## src/rtl/fetch_stage_if.sv

```systemverilog
// Fetch stage bundle: instruction-memory handshake, decode-side redirect/stall
// controls, IF/ID pipeline outputs and the performance counters.
interface fetch_stage_if;
  logic        ihit;
  logic [31:0] imemload;
  logic        imemREN;
  logic [31:0] imemaddr;

  logic        hazard;
  logic        branch;
  logic        jump;
  logic [31:0] branch_target;
  logic [31:0] jump_target;
  logic        halt;

  logic [31:0] ifid_instr;
  logic [31:0] ifid_npc;
  logic        ifid_valid;

  logic [31:0] stall_cnt;
  logic [31:0] flush_cnt;

  modport master (
    input  ihit, imemload, hazard, branch, jump,
           branch_target, jump_target, halt,
    output imemREN, imemaddr, ifid_instr, ifid_npc, ifid_valid,
           stall_cnt, flush_cnt
  );

  modport slave (
    output ihit, imemload, hazard, branch, jump,
           branch_target, jump_target, halt,
    input  imemREN, imemaddr, ifid_instr, ifid_npc, ifid_valid,
           stall_cnt, flush_cnt
  );
endinterface

```

## src/rtl/fetch_stage.sv

```systemverilog
// Instruction fetch stage: PC register, redirect/halt FSM and IF/ID latch.
// Optional saturating stall/flush counters are built when FETCH_PERF_EN is defined.
module fetch_stage #(
  parameter logic [31:0] PC_INIT = 32'h0000_0000
) (
  input  logic          clk,
  input  logic          rst,
  fetch_stage_if.master fif
);

  localparam int DATA_W = 32;

  typedef enum logic [1:0] {
    FETCH      = 2'd0,
    PEND_REDIR = 2'd1,
    HALTED     = 2'd2
  } state_t;

  state_t              state_p0, state_nxt;
  logic [DATA_W-1:0]   pc_p0, pc_nxt;
  logic [DATA_W-1:0]   redir_pc_p0, redir_pc_nxt;
  logic [DATA_W-1:0]   ifid_instr_p1, ifid_instr_nxt;
  logic [DATA_W-1:0]   ifid_npc_p1, ifid_npc_nxt;
  logic                vld_p1, vld_nxt;

  logic                redirect;
  logic [DATA_W-1:0]   target;
  logic [DATA_W-1:0]   pc_plus4;

  assign redirect = fif.branch | fif.jump;
  // Word-align the target; jump wins when both redirects assert together.
  assign target   = (fif.jump ? fif.jump_target : fif.branch_target) & ~32'h3;
  assign pc_plus4 = pc_p0 + 32'd4;

  // Stage p0: PC / FSM state register
  always_ff @(posedge clk or posedge rst) begin
    if (rst) begin
      state_p0    <= FETCH;
      pc_p0       <= PC_INIT;
      redir_pc_p0 <= '0;
    end else begin
      state_p0    <= state_nxt;
      pc_p0       <= pc_nxt;
      redir_pc_p0 <= redir_pc_nxt;
    end
  end

  // Priority: HALTED > hazard > halt > redirect > normal fetch
  always_comb begin
    state_nxt      = state_p0;
    pc_nxt         = pc_p0;
    redir_pc_nxt   = redir_pc_p0;
    ifid_instr_nxt = ifid_instr_p1;
    ifid_npc_nxt   = ifid_npc_p1;
    vld_nxt        = vld_p1;

    if (state_p0 == HALTED) begin
      ifid_instr_nxt = '0;
      ifid_npc_nxt   = '0;
      vld_nxt        = 1'b0;
    end else if (fif.hazard) begin
      // Everything holds; the word returned this cycle is refetched later.
      state_nxt = state_p0;
    end else if (fif.halt) begin
      ifid_instr_nxt = '0;
      ifid_npc_nxt   = '0;
      vld_nxt        = 1'b0;
      state_nxt      = HALTED;
    end else if (redirect) begin
      ifid_instr_nxt = '0;
      ifid_npc_nxt   = '0;
      vld_nxt        = 1'b0;
      if (fif.ihit) begin
        pc_nxt    = target;
        state_nxt = FETCH;
      end else begin
        // Address must stay put until the outstanding request returns.
        redir_pc_nxt = target;
        state_nxt    = PEND_REDIR;
      end
    end else begin
      ifid_instr_nxt = '0;
      ifid_npc_nxt   = '0;
      vld_nxt        = 1'b0;
      unique case (state_p0)
        FETCH: begin
          if (fif.ihit) begin
            ifid_instr_nxt = fif.imemload;
            ifid_npc_nxt   = pc_plus4;
            vld_nxt        = 1'b1;
            pc_nxt         = pc_plus4;
          end
        end
        PEND_REDIR: begin
          if (fif.ihit) begin
            pc_nxt    = redir_pc_p0;
            state_nxt = FETCH;
          end
        end
        default: begin
          state_nxt = state_p0;
        end
      endcase
    end
  end

  // Stage p1: IF/ID pipeline register
  always_ff @(posedge clk or posedge rst) begin
    if (rst) begin
      ifid_instr_p1 <= '0;
      ifid_npc_p1   <= '0;
      vld_p1        <= 1'b0;
    end else begin
      ifid_instr_p1 <= ifid_instr_nxt;
      ifid_npc_p1   <= ifid_npc_nxt;
      vld_p1        <= vld_nxt;
    end
  end

  assign fif.imemREN    = (state_p0 != HALTED);
  assign fif.imemaddr   = pc_p0;
  assign fif.ifid_instr = ifid_instr_p1;
  assign fif.ifid_npc   = ifid_npc_p1;
  assign fif.ifid_valid = vld_p1;

`ifdef FETCH_PERF_EN
  logic              stall_ev, flush_ev;
  logic [DATA_W-1:0] stall_cnt_p1, flush_cnt_p1;

  function automatic logic [DATA_W-1:0] sat_inc(input logic [DATA_W-1:0] v);
    return (v == {DATA_W{1'b1}}) ? v : v + 32'd1;
  endfunction

  assign stall_ev = (state_p0 != HALTED) & fif.hazard;
  assign flush_ev = (state_p0 != HALTED) & ~fif.hazard & ~fif.halt & redirect;

  // Stage p1: performance counters
  always_ff @(posedge clk or posedge rst) begin
    if (rst) begin
      stall_cnt_p1 <= '0;
      flush_cnt_p1 <= '0;
    end else begin
      if (stall_ev) stall_cnt_p1 <= sat_inc(stall_cnt_p1);
      if (flush_ev) flush_cnt_p1 <= sat_inc(flush_cnt_p1);
    end
  end

  assign fif.stall_cnt = stall_cnt_p1;
  assign fif.flush_cnt = flush_cnt_p1;
`else
  assign fif.stall_cnt = '0;
  assign fif.flush_cnt = '0;
`endif

endmodule

```

## src/flat_wrapper.sv

```systemverilog
// flat-port wrapper written by rule: the top's interface ports become plain ports
module fetch_stage_flat 
#(
  parameter logic [31:0] PC_INIT = 32'h0000_0000
)
  (clk, rst, fif_ihit, fif_imemload, fif_hazard, fif_branch, fif_jump, fif_branch_target, fif_jump_target, fif_halt, fif_imemREN, fif_imemaddr, fif_ifid_instr, fif_ifid_npc, fif_ifid_valid, fif_stall_cnt, fif_flush_cnt);
  fetch_stage_if fif_i ();
  input  logic clk;
  input  logic rst;
  input wire logic [$bits(fif_i.ihit)-1:0] fif_ihit;
  input wire logic [$bits(fif_i.imemload)-1:0] fif_imemload;
  input wire logic [$bits(fif_i.hazard)-1:0] fif_hazard;
  input wire logic [$bits(fif_i.branch)-1:0] fif_branch;
  input wire logic [$bits(fif_i.jump)-1:0] fif_jump;
  input wire logic [$bits(fif_i.branch_target)-1:0] fif_branch_target;
  input wire logic [$bits(fif_i.jump_target)-1:0] fif_jump_target;
  input wire logic [$bits(fif_i.halt)-1:0] fif_halt;
  output wire logic [$bits(fif_i.imemREN)-1:0] fif_imemREN;
  output wire logic [$bits(fif_i.imemaddr)-1:0] fif_imemaddr;
  output wire logic [$bits(fif_i.ifid_instr)-1:0] fif_ifid_instr;
  output wire logic [$bits(fif_i.ifid_npc)-1:0] fif_ifid_npc;
  output wire logic [$bits(fif_i.ifid_valid)-1:0] fif_ifid_valid;
  output wire logic [$bits(fif_i.stall_cnt)-1:0] fif_stall_cnt;
  output wire logic [$bits(fif_i.flush_cnt)-1:0] fif_flush_cnt;
  assign fif_i.ihit = fif_ihit;
  assign fif_i.imemload = fif_imemload;
  assign fif_i.hazard = fif_hazard;
  assign fif_i.branch = fif_branch;
  assign fif_i.jump = fif_jump;
  assign fif_i.branch_target = fif_branch_target;
  assign fif_i.jump_target = fif_jump_target;
  assign fif_i.halt = fif_halt;
  assign fif_imemREN = fif_i.imemREN;
  assign fif_imemaddr = fif_i.imemaddr;
  assign fif_ifid_instr = fif_i.ifid_instr;
  assign fif_ifid_npc = fif_i.ifid_npc;
  assign fif_ifid_valid = fif_i.ifid_valid;
  assign fif_stall_cnt = fif_i.stall_cnt;
  assign fif_flush_cnt = fif_i.flush_cnt;
  fetch_stage #(.PC_INIT(PC_INIT)) u_core (.clk(clk), .rst(rst), .fif(fif_i));
endmodule
```

## config.mk

```make
export PLATFORM = sky130hd
export DESIGN_NAME = fetch_stage_flat
export DESIGN_NICKNAME = d
export VERILOG_FILES = /design/src/rtl/fetch_stage_if.sv /design/src/rtl/fetch_stage.sv /design/src/flat_wrapper.sv
export SDC_FILE = /design/constraint.sdc
export NUM_CORES = 1
export LEC_CHECK = 0
export BUFFER_PORTS_ARGS = -buffer_cell sky130_fd_sc_hd__buf_2
export CAP_MARGIN = 15
export CORE_UTILIZATION = 43
export DETAILED_ROUTE_END_ITERATION = 10
export HOLD_SLACK_MARGIN = 0.12
export PLACE_DENSITY = 0.81
export SLEW_MARGIN = 25
export SYNTH_ARGS = -nofsm -noshare
export SYNTH_HDL_FRONTEND = slang
export SYNTH_SLANG_ARGS = --single-unit
```

## constraint.sdc

```tcl
create_clock -name clk -period 5.3 [get_ports clk]
set_clock_uncertainty 0.05 [all_clocks]
set_input_delay 0.53 -clock clk [delete_from_list [all_inputs] [get_ports clk]]
set_output_delay 0.53 -clock clk [all_outputs]
set_load 0.05 [all_outputs]
```

# ---- Word level (Yosys, flattened, before mapping)
# Index checks and enable logic that the tools add are counted.
dict set report op_classes {
  addsub 1
  n_eq_ne 7
  n_mux 29
  n_bitwise 5
  n_reduce_logical 7
}
# cell n
set op_table {}
lappend op_table {{32-bit two-way mux} 17}
lappend op_table {{32-bit one-hot mux with 2 select lines} 1}
lappend op_table {{32-bit by 3-bit adder with 32-bit output (second input constant)} 1}
lappend op_table {{3-bit nonzero test} 3}
lappend op_table {{2-bit two-way mux} 4}
lappend op_table {{2-bit inequality test (second input constant)} 4}
lappend op_table {{1-bit two-way mux} 7}
lappend op_table {{7-bit AND reduction} 1}
lappend op_table {{5-bit AND reduction} 1}
lappend op_table {{1-bit NOT} 4}
lappend op_table {{4-bit AND reduction} 1}
lappend op_table {{2-bit by 1-bit equality test with 1-bit output (second input constant)} 1}
lappend op_table {{2-bit equality test (second input constant)} 1}
lappend op_table {{2-bit zero test} 1}
lappend op_table {{2-bit by 1-bit inequality test with 1-bit output (second input constant)} 1}
lappend op_table {{1-bit OR} 1}
dict set report totals {
  ff_bits 129
  input_bits 103
  out_inout_bits 162
  wordCells 55
}

# ---- Depth between registers and ports, before layout
# Gate-level depths: netlist of run 1.
dict set report depth {
  depth_word 7
  ltp_mapped 8
  mapped_depth_nobuf 6
}

# ---- Worst setup path after synthesis of run 1
# OpenSTA, ideal clock, no wires.
dict set report synth_timing {
  path_type {register -> register}
  start {reg u_core.pc_p0[2] (netlist: u_core.fif.imemaddr[2])}
  end {reg u_core.pc_p0[30] (netlist: u_core.fif.imemaddr[30])}
  setup_time_ns 0.070
  arrival_time_ns 2.163
  required_ns 5.180
  setup_slack_ns 3.018
  path_stages_with_launch 9
  path_buffers 2
  period_less_slack_ns 2.282
  cell_sequence {dfrtp_1 ha_1 and3_1 buf_2 and4_1 buf_2 nand3_1 or4_1 nand3_1}
}
dict set report synth_via {
  elab_chain_len 4
}
# element line_no
set synth_rtl {}
lappend synth_rtl {{start, declared} fetch_stage.sv:20} ;# logic [DATA_W-1:0] pc_p0, pc_nxt;
lappend synth_rtl {{start signal, assigned} fetch_stage.sv:43} ;# pc_p0 <= pc_nxt;
lappend synth_rtl {{32-bit by 3-bit adder with 32-bit output} fetch_stage.sv:33} ;# assign pc_plus4 = pc_p0 + 32'd4;
lappend synth_rtl {{32-bit two-way mux} fetch_stage.sv:87} ;# if (fif.ihit) begin
lappend synth_rtl {{32-bit one-hot mux with 2 select lines} fetch_stage.sv:85} ;# unique case (state_p0)
lappend synth_rtl {{32-bit two-way mux} fetch_stage.sv:69} ;# end else if (redirect) begin
# No other way between the ends. The select of a mux whose other input is x is not followed.
# A chain may end at the register's enable or synchronous reset.

# ---- Final worst setup path of run 1
dict set report layout_timing {
  start {in fif_branch}
  end {reg u_core.redir_pc_p0[28]}
}
dict set report layout_via {
  elab_chain_len 2
}
# element line_no
set layout_rtl {}
lappend layout_rtl {{start, declared} flat_wrapper.sv:13} ;# input wire logic [$bits(fif_i.branch)-1:0] fif_branch;
lappend layout_rtl {{1-bit OR} fetch_stage.sv:30} ;# assign redirect = fif.branch | fif.jump;
lappend layout_rtl {{5-bit AND reduction (no source line)} n/a}
lappend layout_rtl {{end signal, assigned} fetch_stage.sv:44} ;# redir_pc_p0 <= redir_pc_nxt;
lappend layout_rtl {{end, declared} fetch_stage.sv:21} ;# logic [DATA_W-1:0] redir_pc_p0, redir_pc_nxt;
# No other way between the ends.

==> flow_summary_export.csv, run 1 <==
group,metric,value,unit
timing,hold_viol_final,0,
clocking,numCtsBuffers,17,
power,p_leak,0.004188,uW
synthesis,synthTopCellsByArea,"dfrtp_1 46%, buf_4 7.5%, o21ai_0 6.3%",
layout,nFillCells,1409,
setup_path,critPathMaxFanout,34,
clocking,clockBufferDepth,2,
placed_design,hpwlAfterDp,13270,um
setup_path,endpoint_kind,"flop",
drt,drc,0,
timing,period_share,0.5061,
clocking,cts_resized,0,
timing,whs,0.1489,ns
grt,grt_overflow_total,0,
timing,final-max-slew-violation-count,0,
power,p_per_area,442.6,nW/um^2
setup_path,critPathKind,"in -> reg",
floorplanning,start_util,0.4465,
clocking,htree_levels,4,
flow_run,cap_viol_max_count,0,
setup_path,cp_slowest_cell,"nand3b_1",
synthesis,synth_area_per_cell,9.245,um^2
grt,grt_max_degree,76,
clocking,cts_tree,"done",
synthesis,synth_xor_area_frac,0.03560,
setup_path,r2r_setup_slack,2.65,ns
synthesis,synth_compound_area_frac,0.2016,
grt,antenna_found_initial,0,
floorplanning,dieArea,16530,um^2
hold_path,hold_class,"in -> async",
clocking,cts-root-buf,"clkbuf_16",
synthesis,synth-main-ff-cell,"dfrtp_1",
synthesis,synth_top_family_by_area,"compound AO/OA/AOI/OAI gates",
synthesis,yosysWarnings,0,
power,peakVddDrop,0.2610,mV
floorplanning,die_w,128.6,um
synthesis,synthAdderAreaFrac,0.001817,
setup_path,required,5.54,ns
synthesis,synth_edf_count,0,
placed_design,place_congestion,0.8649,
synthesis,synth_mux_area_frac,0.04487,
drt,wl,18600,um
clocking,postCtsSetupBuffers,0,
timing,post-route-min-period,2.682,ns
drt,drt_pre_antenna_iters,5,
synthesis,synth_async_sr_flop_share,1.000,
synthesis,synth_cell_types,48,
drt,ant_nets,0,
timing,worst_slew_margin_rel,0.3202,
layout,drive_gt1_frac,0.2687,
placed_design,port_buffers,194,
timing,max_clock_freq,0.3728,GHz
floorplanning,core-area,15430,um^2
drt,initialDrtViolationCount,573,
floorplanning,ios,265,
drt,wl_per_cell,16.40,um
synthesis,synth-seq-area-share,0.4578,
layout,nNetsFinal,1014,
setup_path,cpPeakStageDelay,0.72,ns
floorplanning,fp-row-count,45,
grt,grtUsageTotal,0.2280,
layout,n_antenna_cell,0,
setup_path,cp-start-kind,"primary input",
clocking,cts.clk_slew.worst_paths,0.06,ns
clocking,postCtsHoldBufs,0,
drt,num_vias,6030,
grt,grt_pass1_vias,5534,
synthesis,synth-simple-area-share,0.1424,
clocking,clock_latency,0.42,ns
layout,syn_to_final_growth,21.05,%
setup_path,path_cells,"buf_2 -> nor2_1 -> buf_4 -> nor2_1 -> nand3b_1 -> buf_4 -> nand2_1 -> o21ai_0",
floorplanning,die_height,128.6,um
drt,vias_per_cell,5.317,
run_status,status,"completed",
timing,rsz0062_at_grt,"no",
setup_path,worstPathArrival,2.92,ns
synthesis,ys_ff_latch,126,
clocking,cts.sinks,126,
synthesis,synth.top_cell.area_share,0.4578,
synthesis,yosysTopAreaCell,"dfrtp_1",
synthesis,synthTopCellsByCount,"126 x dfrtp_1, 95 x nand2_1, 87 x o21ai_0",
timing,setup_violations,0,
synthesis,synth.most_common_cell,"dfrtp_1",
timing,tightest_slew,1.017,ns
synthesis,netlist_area,6888,um^2
grt,grt_pass1_wl,28860,um
synthesis,synthCells,745,
timing,setup_tns,0,ns
cell usage in the layout, fill, tap and decap left out, types with 5 or more instances in the layout:
| cell type | Yosys | layout |
|---|---|---|
| buf_2 | 13 | 194 |
| dfrtp_1 | 126 | 126 |
| nand2_1 | 95 | 95 |
| o21ai_0 | 87 | 87 |
| conb_1 | 1 | 66 |
| a22o_1 | 39 | 39 |
| a21oi_1 | 35 | 35 |
| nor2_1 | 27 | 25 |
| mux2i_1 | 23 | 23 |
| nand3_1 | 21 | 21 |
| clkbuf_16 | 0 | 17 |
| xor2_1 | 14 | 14 |
| xnor2_1 | 14 | 14 |
| and3_1 | 12 | 12 |
| inv_1 | 13 | 12 |
| nand4_1 | 10 | 10 |
| buf_4 | 69 | 10 |
| nor2b_1 | 9 | 9 |
| a22oi_1 | 9 | 9 |
| o31ai_1 | 8 | 8 |
| nor3_1 | 8 | 8 |
| nand2b_1 | 7 | 7 |
| mux2_2 | 7 | 7 |
| and4_1 | 6 | 6 |
| a221oi_1 | 5 | 5 |
| o21a_1 | 5 | 5 |
| inv_6 | 0 | 5 |
logic make-up (layout without fill, tap and decap cells):
kind of cell / Yosys count / after routing
AO/OA/AOI/OAI: 216 / 216
XOR/XNOR: 28 / 28
adder cells (fa/ha/maj): 1 / 1
buffers and inverters: 136 / 249
flip-flops: 126 / 126
multiplexers: 30 / 30
other: 1 / 66
AND/OR/NAND/NOR: 207 / 207
where the power goes:
group	leakage, uW	internal [uW]	switching, uW
clock	0.000294	760	460
combinational	0.00224	294	826
sequential	0.00165	1130	223
total	0.00419	2180	1510
worst paths after layout:
path                                                          start                                     to  depth (start not counted)
min in group clk                                   fif_imemload[23]  u_core.fif.ifid_instr[23]$_DFFE_PP0P_                          2
worst max register to register       u_core.state_p0[1]$_DFFE_PP0P_     u_core.redir_pc_p0[28]$_DFFE_PP0P_                          5
worst max-delay path                                     fif_branch     u_core.redir_pc_p0[28]$_DFFE_PP0P_                          8
worst min-delay path                                            rst    u_core.fif.ifid_npc[18]$_DFFE_PP0P_                          2
worst min register to register  u_core.fif.ifid_npc[17]$_DFFE_PP0P_    u_core.fif.ifid_npc[17]$_DFFE_PP0P_                          2
max in group asynchronous                                       rst      u_core.redir_pc_p0[2]$_DFFE_PP0P_                          3
area by class of cell:
type | instances | area [um^2] | area share
timing repair buffer | 204 | 1046 | 0.1254
tap | 211 | 264.0 | 0.03166
clock buffer | 18 | 439.2 | 0.05267
multi-input combinational | 548 | 3199 | 0.3837
sequential | 126 | 3153 | 0.3782
inverter | 13 | 53.80 | 0.006453
clock inverter | 14 | 182.7 | 0.02191
flip-flops by register name (all words and copies together) (netlist names):
register               cells
u_core.state_p0            2
u_core.fif.ifid_valid      1
u_core.fif.ifid_instr     32
u_core.fif.ifid_npc       31
u_core.fif.imemaddr       30
u_core.redir_pc_p0        30
metal layers:
| layer | GRT usage | wire length, um | vias to the layer above |
|---|---|---|---|
| met5 | 0 | 0 | - |
| met4 | 0.08789 | 427 | 0 |
| met3 | 0.05198 | 1283 | 32 |
| met2 | 0.3390 | 8297 | 313 |
| met1 | 0.3226 | 8594 | 2845 |
| li1 | - | - | 2840 |
worst max-delay path: cells and delay by family:
kind            cells  cell delay (ns)
simple gates        4             1.05
compound gates      1             0.08
buf+inv             3             1.24
stage by stage:
step / instances / utilization / instance area [um^2] / power, uW / worst slack, ns
floorplan: 810 / - / 7132 / 2194 / 1.364
global placement: 1102 / 0.5000 / 7714 / 2436 / 2.294
detailed placement: 1102 / 0.5000 / 7714 / 2473 / 2.247
CTS: 1134 / 0.5403 / 8335 / 3696 / 2.687
global route: 1134 / 0.5405 / 8338 / 3853 / 2.393
finish: 1134 / 0.5405 / 8338 / 3691 / 2.618
(Power assumes the default switching activity.)
==> run 2: changes to the inputs <==
Settings changed: ABC_AREA set to 1, PLACE_DENSITY 0.81 to 0.83.
Clock period 5.3 ns to 2.28 ns, I/O delays scaled along.
==> run 2 against run 1 <==
Compared with the run above:
- count of clock-buffer cells in the layout is the same
- worst setup slack lost 2.5 ns
- critical path depth grew 1
- clock power grew 120%
- total power grew to 2.8 times the previous value
==> flow_summary_export.csv, run 2 <==
group,metric,value,unit
drt,wl_per_cell,15.21,um
synthesis,synth_async_sr_flop_share,1.000,
timing,max_clock_freq,0.4686,GHz
placed_design,hpwlAfterDp,13760,um
timing,worst_slew_margin_rel,0.5222,
synthesis,synth-main-ff-cell,"dfrtp_1",
power,p_per_area,1118,nW/um^2
layout,syn_to_final_growth,31.82,%
layout,n_antenna_cell,0,
power,peakVddDrop,0.5896,mV
grt,grt_pass1_wl,32730,um
setup_path,critPathMaxFanout,34,
layout,drive_gt1_frac,0.2172,
setup_path,critPathBufInv,5,
drt,wl,21150,um
placed_design,port_buffers,194,
drt,num_vias,7034,
clocking,postCtsSetupBuffers,0,
clocking,clockBufferDepth,2,
timing,whs,0.1074,ns
synthesis,synth_area_per_cell,7.686,um^2
clocking,cts.sinks,126,
synthesis,synth_edf_count,0,
layout,final_cell_mix,"272 x nand2_1, 194 x buf_2, 126 x dfrtp_1",
power,p_leak,0.004986,uW
placed_design,placed_cells,1290,
placed_design,place_congestion,0.9090,
hold_path,hold_class,"in -> reg",
floorplanning,dieArea,16780,um^2
timing,hold_viol_final,0,
floorplanning,start_util,0.4403,
timing,final-max-slew-violation-count,0,
setup_path,endpoint_kind,"flop",
clocking,cts_tree,"done",
drt,ant_nets,0,
synthesis,synth_cell_types,28,
grt,grt_max_degree,60,
drt,initialDrtViolationCount,576,
power,total_power,10310,uW
placed_design,dp_slack,0.2406,ns
drt,drt_pre_antenna_iters,5,
floorplanning,die_height,129.5,um
setup_path,crit_family,"buffers and inverters",
floorplanning,die_w,129.5,um
clocking,numCtsBuffers,17,
synthesis,ys_ff_latch,126,
grt,antenna_found_initial,0,
drt,vias_per_cell,5.060,
clocking,clock_latency,0.42,ns
grt,use_met2,0.4152,
drt,drc,0,
floorplanning,ios,265,
setup_path,worst_path_most_repeated_cell,"dlygate4sd3_1",
floorplanning,fp-row-count,46,
synthesis,yosysTopAreaCell,"dfrtp_1",
synthesis,yosysWarnings,0,
timing,fin_ws,0.1459,ns
layout,final_cells,1390,
grt,grtUsageTotal,0.2517,
floorplanning,core-area,15890,um^2
synthesis,synthTopCellsByArea,"dfrtp_1 45%, nand2_1 15%, buf_4 7.3%",
clocking,htree_levels,4,
synthesis,netlist_area,6994,um^2
layout,largest_register_ffs,32,
synthesis,synth-seq-area-share,0.4508,
grt,grt_overflow_total,0,
synthesis,synthCells,910,
clocking,cts.clk_slew.worst_paths,0.06,ns
layout,fin_util,0.5804,
grt,busiest_layer,"met2",
setup_path,cp_slowest_cell,"dlygate4sd3_1",
timing,setup_violations,0,
setup_path,cp-start-kind,"primary input",
grt,met3_usage,0.05120,
setup_path,required,2.58,ns
setup_path,critPathKind,"in -> reg",
setup_path,worstPathArrival,2.43,ns
setup_path,path_cells,"dlygate4sd3_1 -> buf_2 -> a21oi_1 -> inv_1 -> nor4_4 -> buf_12 -> nor2_1 -> a31oi_1 -> dlygate4sd3_1",
synthesis,synth.most_common_cell,"nand2_1",
setup_path,cpPeakStageDelay,0.56,ns
grt,met1_usage,0.3084,
synthesis,synthTopCellsByCount,"272 x nand2_1, 126 x dfrtp_1, 109 x nor2_1",
flow_run,cap_viol_max_count,0,
layout,nNetsFinal,1265,
run_status,status,"completed",
timing,post-route-min-period,2.134,ns
timing,tightest_slew,0.7157,ns
layout,final_common_cell,"nand2_1",
timing,period_share,0.9360,
synthesis,synth.top_cell.area_share,0.4508,
clocking,cts-root-buf,"clkbuf_16",
setup_path,r2r_setup_slack,0.18,ns
grt,grt_pass1_vias,6632,
## run 2: changes by cell type after synthesis, moves of 14 or more
cell,delta
nand2_1,+177
nor2_1,+82
inv_1,+45
nand3_1,+19
o21ai_0,-17
a21oi_1,-14
clkbuf_1,-14
## run 2: power breakdown
| part | internal, uW | total, uW | leakage (uW) | switching, uW |
|---|---|---|---|---|
| logic | 1110 | 4150 | 0.00307 | 3040 |
| clock network | 1660 | 2730 | 0.000278 | 1070 |
| registers | 2810 | 3430 | 0.00164 | 615 |
| total | 5580 | 10300 | 0.00499 | 4730 |
## run 2: what timing repair did
item | in CTS | in global routing
setup endpoints to repair | 0 | 8
hold buffers | 68 | 0
gates resized for setup | 0 | 5
endpoints found under the hold margin | 178 | 0
## run 2: tightest hold or removal path: cells and delay by family
kind	cells	cell delay (ns)
AOI/OAI and AO/OA	1	0.14
muxes	1	0.09
buffers and inverters	1	0.08
## run 2: layer usage
metal  share of wire  vias to the layer above
met3           0.079                       74
met2            0.47                      441
met5               0                        -
li1                -                     3285
met1            0.40                     3234
met4           0.046                        0
## run 2: cell type report
cell class / count / area, um^2
inverter: 65 / 247.7
clock inverter: 14 / 157.7
fill: 1357 / 6665
timing repair buffer: 275 / 1787
clock buffer: 18 / 439.2
multi-input combinational: 676 / 3166
sequential: 126 / 3153
tap: 216 / 270.3
## run 2: final timing paths
check	endpoint	startpoint	cells after the start
setup / recovery	u_core.redir_pc_p0[5]$_DFFE_PP0P_	fif_hazard	9
hold / removal	u_core.redir_pc_p0[19]$_DFFE_PP0P_	fif_branch_target[19]	3
setup reg to reg	u_core.redir_pc_p0[5]$_DFFE_PP0P_	u_core.state_p0[0]$_DFFE_PP0P_	8
hold reg to reg	u_core.fif.ifid_instr[22]$_DFFE_PP0P_	u_core.fif.ifid_instr[22]$_DFFE_PP0P_	2
max in group asynchronous	u_core.fif.ifid_npc[19]$_DFFE_PP0P_	rst	4
min in group asynchronous	u_core.fif.ifid_npc[1]$_DFFE_PP0P_	rst	4
## run 2: metrics by stage
step	TNS (ns)	area, um^2
2_1_floorplan	0	7242
3_3_place_gp	0	7923
3_5_place_dp	0	7923
4_1_cts	0	9200
5_1_grt	-0.02659	9220
6_report	0	9220
## run 2: cell families (layout without fill, tap and decap cells)
logic type | count (synthesis) | after routing | share of synthesized area
simple gates | 432 | 432 | 0.2479
buf+inv | 173 | 372 | 0.1333
compound gates | 149 | 149 | 0.1283
flops | 126 | 126 | 0.4508
xor+xnor | 15 | 15 | 0.01878
mux | 13 | 13 | 0.01860
fa+ha+maj | 1 | 1 | 0.001789
other cells | 1 | 66 | 0.0005362
==> run 3: changes to the inputs <==
--- a/config.mk
+++ b/config.mk
@@ -11,6 +11,8 @@
 export CORE_UTILIZATION = 43
 export DETAILED_ROUTE_END_ITERATION = 10
+export GPL_TIMING_DRIVEN = 1
 export HOLD_SLACK_MARGIN = 0.12
 export PLACE_DENSITY = 0.83
+export REMOVE_ABC_BUFFERS = 1
 export SLEW_MARGIN = 25
 export SYNTH_ARGS = -nofsm -noshare
==> constraint.sdc (replaced) <==
create_clock -name clk -period 2.28 [get_ports clk]
set_clock_uncertainty 0.05 [all_clocks]
set_input_delay 0.57 -clock clk [delete_from_list [all_inputs] [get_ports clk]]
set_output_delay 0.57 -clock clk [all_outputs]
set_load 0.05 [all_outputs]
==> run 3 against run 2 <==
Compared with the run above:
- global-route usage is 1.7 points lower
- die area stayed put
- sequential share of layout area rose by 2.1 points
- first-iteration DRC count decreased by 31%
- sequential cell count did not move
- worst setup slack gained 0.0051 ns
==> flow_summary_export.csv, run 3 (synthesis results as in run 2) <==
group,metric,value,unit
run_status,status,"completed",
power,sw_frac_of_total,0.4507,
timing,setup_violations,0,
timing,whs,0.3201,ns
grt,busiest_layer,"met2",
layout,final_common_cell,"nand2_1",
setup_path,cp-start-kind,"flop",
power,p_clk_frac,0.280,
timing,period_share,0.9338,
floorplanning,ios,265,
grt,grt_pass1_vias,6008,
layout,final_cell_mix,"272 x nand2_1, 194 x buf_2, 126 x dfrtp_1",
setup_path,endpoint_kind,"flop",
grt,use_met2,0.4039,
layout,final_cells,1333,
timing,max_clock_freq,0.4697,GHz
drt,num_vias,6491,
placed_design,placed_cells,1300,
placed_design,hpwlAfterDp,13700,um
placed_design,dpl_cell_area,8051,um^2
flow_run,cap_viol_max_count,0,
floorplanning,dieArea,16780,um^2
hold_path,hold-path-cell-count,2,
clocking,postCtsSetupBuffers,0,
layout,largest_register_ffs,32,
clocking,cts_tree,"done",
timing,fin_ws,0.1510,ns
floorplanning,start_util,0.4403,
layout,drive_gt1_frac,0.2363,
power,power_switching,4582,uW
clocking,clock_latency,0.43,ns
setup_path,worstPathArrival,2.45,ns
setup_path,r2r_setup_slack,0.15,ns
grt,met3_usage,0.06152,
placed_design,port_buffers,194,
timing,final-max-slew-violation-count,0,
layout,nFillCells,1483,
power,peakVddDrop,0.6126,mV
layout,n_antenna_cell,0,
layout,nNetsFinal,1208,
drt,wl,19460,um
setup_path,rr_worst_depth,10,
grt,antenna_found_initial,0,
hold_path,worst_hold_path.endpoint,"u_core.fif.ifid_instr[8]$_DFFE_PP0P_",
placed_design,dp_slack,0.1498,ns
power,p_int,5583,uW
drt,wl_per_cell,14.60,um
setup_path,crit_start,"u_core.fif.imemaddr[3]$_DFFE_PP0P_",
clocking,cts.clk_slew.worst_paths,0.06,ns
setup_path,required,2.60,ns
floorplanning,die_height,129.5,um
drt,initialDrtViolationCount,398,
timing,setup_tns,0,ns
clocking,cts_resized,0,
placed_design,place_congestion,0.8682,
drt,vias_per_cell,4.869,
grt,grt_pass1_wl,29800,um
clocking,cts.sinks,126,
clocking,numCtsBuffers,17,
grt,grtUsageTotal,0.2351,
timing,rsz0062_at_grt,"no",
setup_path,critPathKind,"reg -> reg",
layout,syn_to_final_growth,24.10,%
timing,worst_slew_margin_rel,0.6626,
setup_path,rr_startpoint,"u_core.fif.imemaddr[3]$_DFFE_PP0P_",
layout,fin_area,8680,um^2
clocking,cts-root-buf,"clkbuf_16",
grt,grt_max_degree,64,
setup_path,worstReg2RegEnd,"u_core.fif.imemaddr[18]$_DFFE_PP0P_",
timing,post-route-min-period,2.129,ns
floorplanning,fp-row-count,46,
setup_path,critPathMaxFanout,5,
timing,tightest_slew,0.5053,ns
power,p_leak,0.004800,uW
power,seq_power_share,0.332,
grt,grt_overflow_total,0,
timing,hold_viol_final,0,
hold_path,hold_class,"in -> reg",
power,p_per_area,1171,nW/um^2
clocking,clockBufferDepth,2,
drt,drc,0,
drt,ant_nets,0,
drt,drt_pre_antenna_iters,5,
grt,met1_usage,0.2843,
power,p_comb_frac,0.387,
floorplanning,core-area,15890,um^2
hold_path,holdCritStartpoint,"fif_imemload[8]",
clocking,htree_levels,4,
floorplanning,die_w,129.5,um
run 3: cell types whose count changed in the layout (fill, tap and decap cells not counted), sizes merged:
cell,previous run,this run
buf,207,217
bufinv,2,3
clkinv,3,5
clkinvlp,6,0
dlygate4sd3,68,1
inv,68,71
run 3: area by class of cell:
class / count / area (um^2) / share of cell area
clock buffers: 18 / 439.2 / 0.05060
multi-input cells: 676 / 3163 / 0.3644
inverters: 65 / 246.5 / 0.02840
repair buffers: 218 / 1229 / 0.1416
flip-flops and latches: 126 / 3153 / 0.3633
well taps: 216 / 270.3 / 0.03114
clock inverters: 14 / 178.9 / 0.02061
run 3: routing by layer:
layer / vias to the layer above / routed length (um)
met5: - / 0
met4: 0 / 321
met3: 25 / 1477
met2: 280 / 9234
met1: 3011 / 8425
li1: 3175 / -
run 3: power groups by stage:
| stage | clock [uW] | sequential (uW) | combinational, uW |
|---|---|---|---|
| after floorplan | 0 | 4330 | 1770 |
| after global placement | 0 | 3370 | 3840 |
| after detailed placement | 0 | 3390 | 3910 |
| after CTS | 2890 | 3360 | 3940 |
| after global routing | 2990 | 3460 | 4290 |
| final | 2850 | 3380 | 3940 |
run 3: worst max-delay path, cell delays in order (launching register included):
cell     delay (ns)
dfrtp_1        0.42
ha_1           0.25
nand2_1        0.07
nor2_1         0.26
nand2_1        0.21
nor2_2         0.28
xor2_1         0.28
nand2_1        0.09
nand2_1        0.06
nand2_1        0.05
nand2_1        0.05
run 3: per-stage QoR:
step | total power, uW | util
2_1_floorplan | 6103 | -
3_3_place_gp | 7204 | 0.5069
3_5_place_dp | 7304 | 0.5069
4_1_cts | 10190 | 0.5464
5_1_grt | 10740 | 0.5464
6_report | 10160 | 0.5464
run 3: worst max-delay path by stage:
stage,endpoint,slack [ns],cells after the start
detailed placement,u_core.fif.imemaddr[26]$_DFFE_PP0P_,0.15,9
global route,u_core.fif.imemaddr[18]$_DFFE_PP0P_,0.03,10
CTS,u_core.fif.imemaddr[18]$_DFFE_PP0P_,0.22,10
floorplan,u_core.fif.ifid_instr[0]$_DFFE_PP0P_,-1.70,1
global placement,u_core.fif.imemaddr[2]$_DFFE_PP0P_,0.19,9
finish,u_core.fif.imemaddr[18]$_DFFE_PP0P_,0.15,10
run 3: repair_timing:
action | CTS | global route
hold buffers | 1 | 0
endpoints found under the hold margin | 21 | 0
endpoints found under the setup margin | 0 | 0
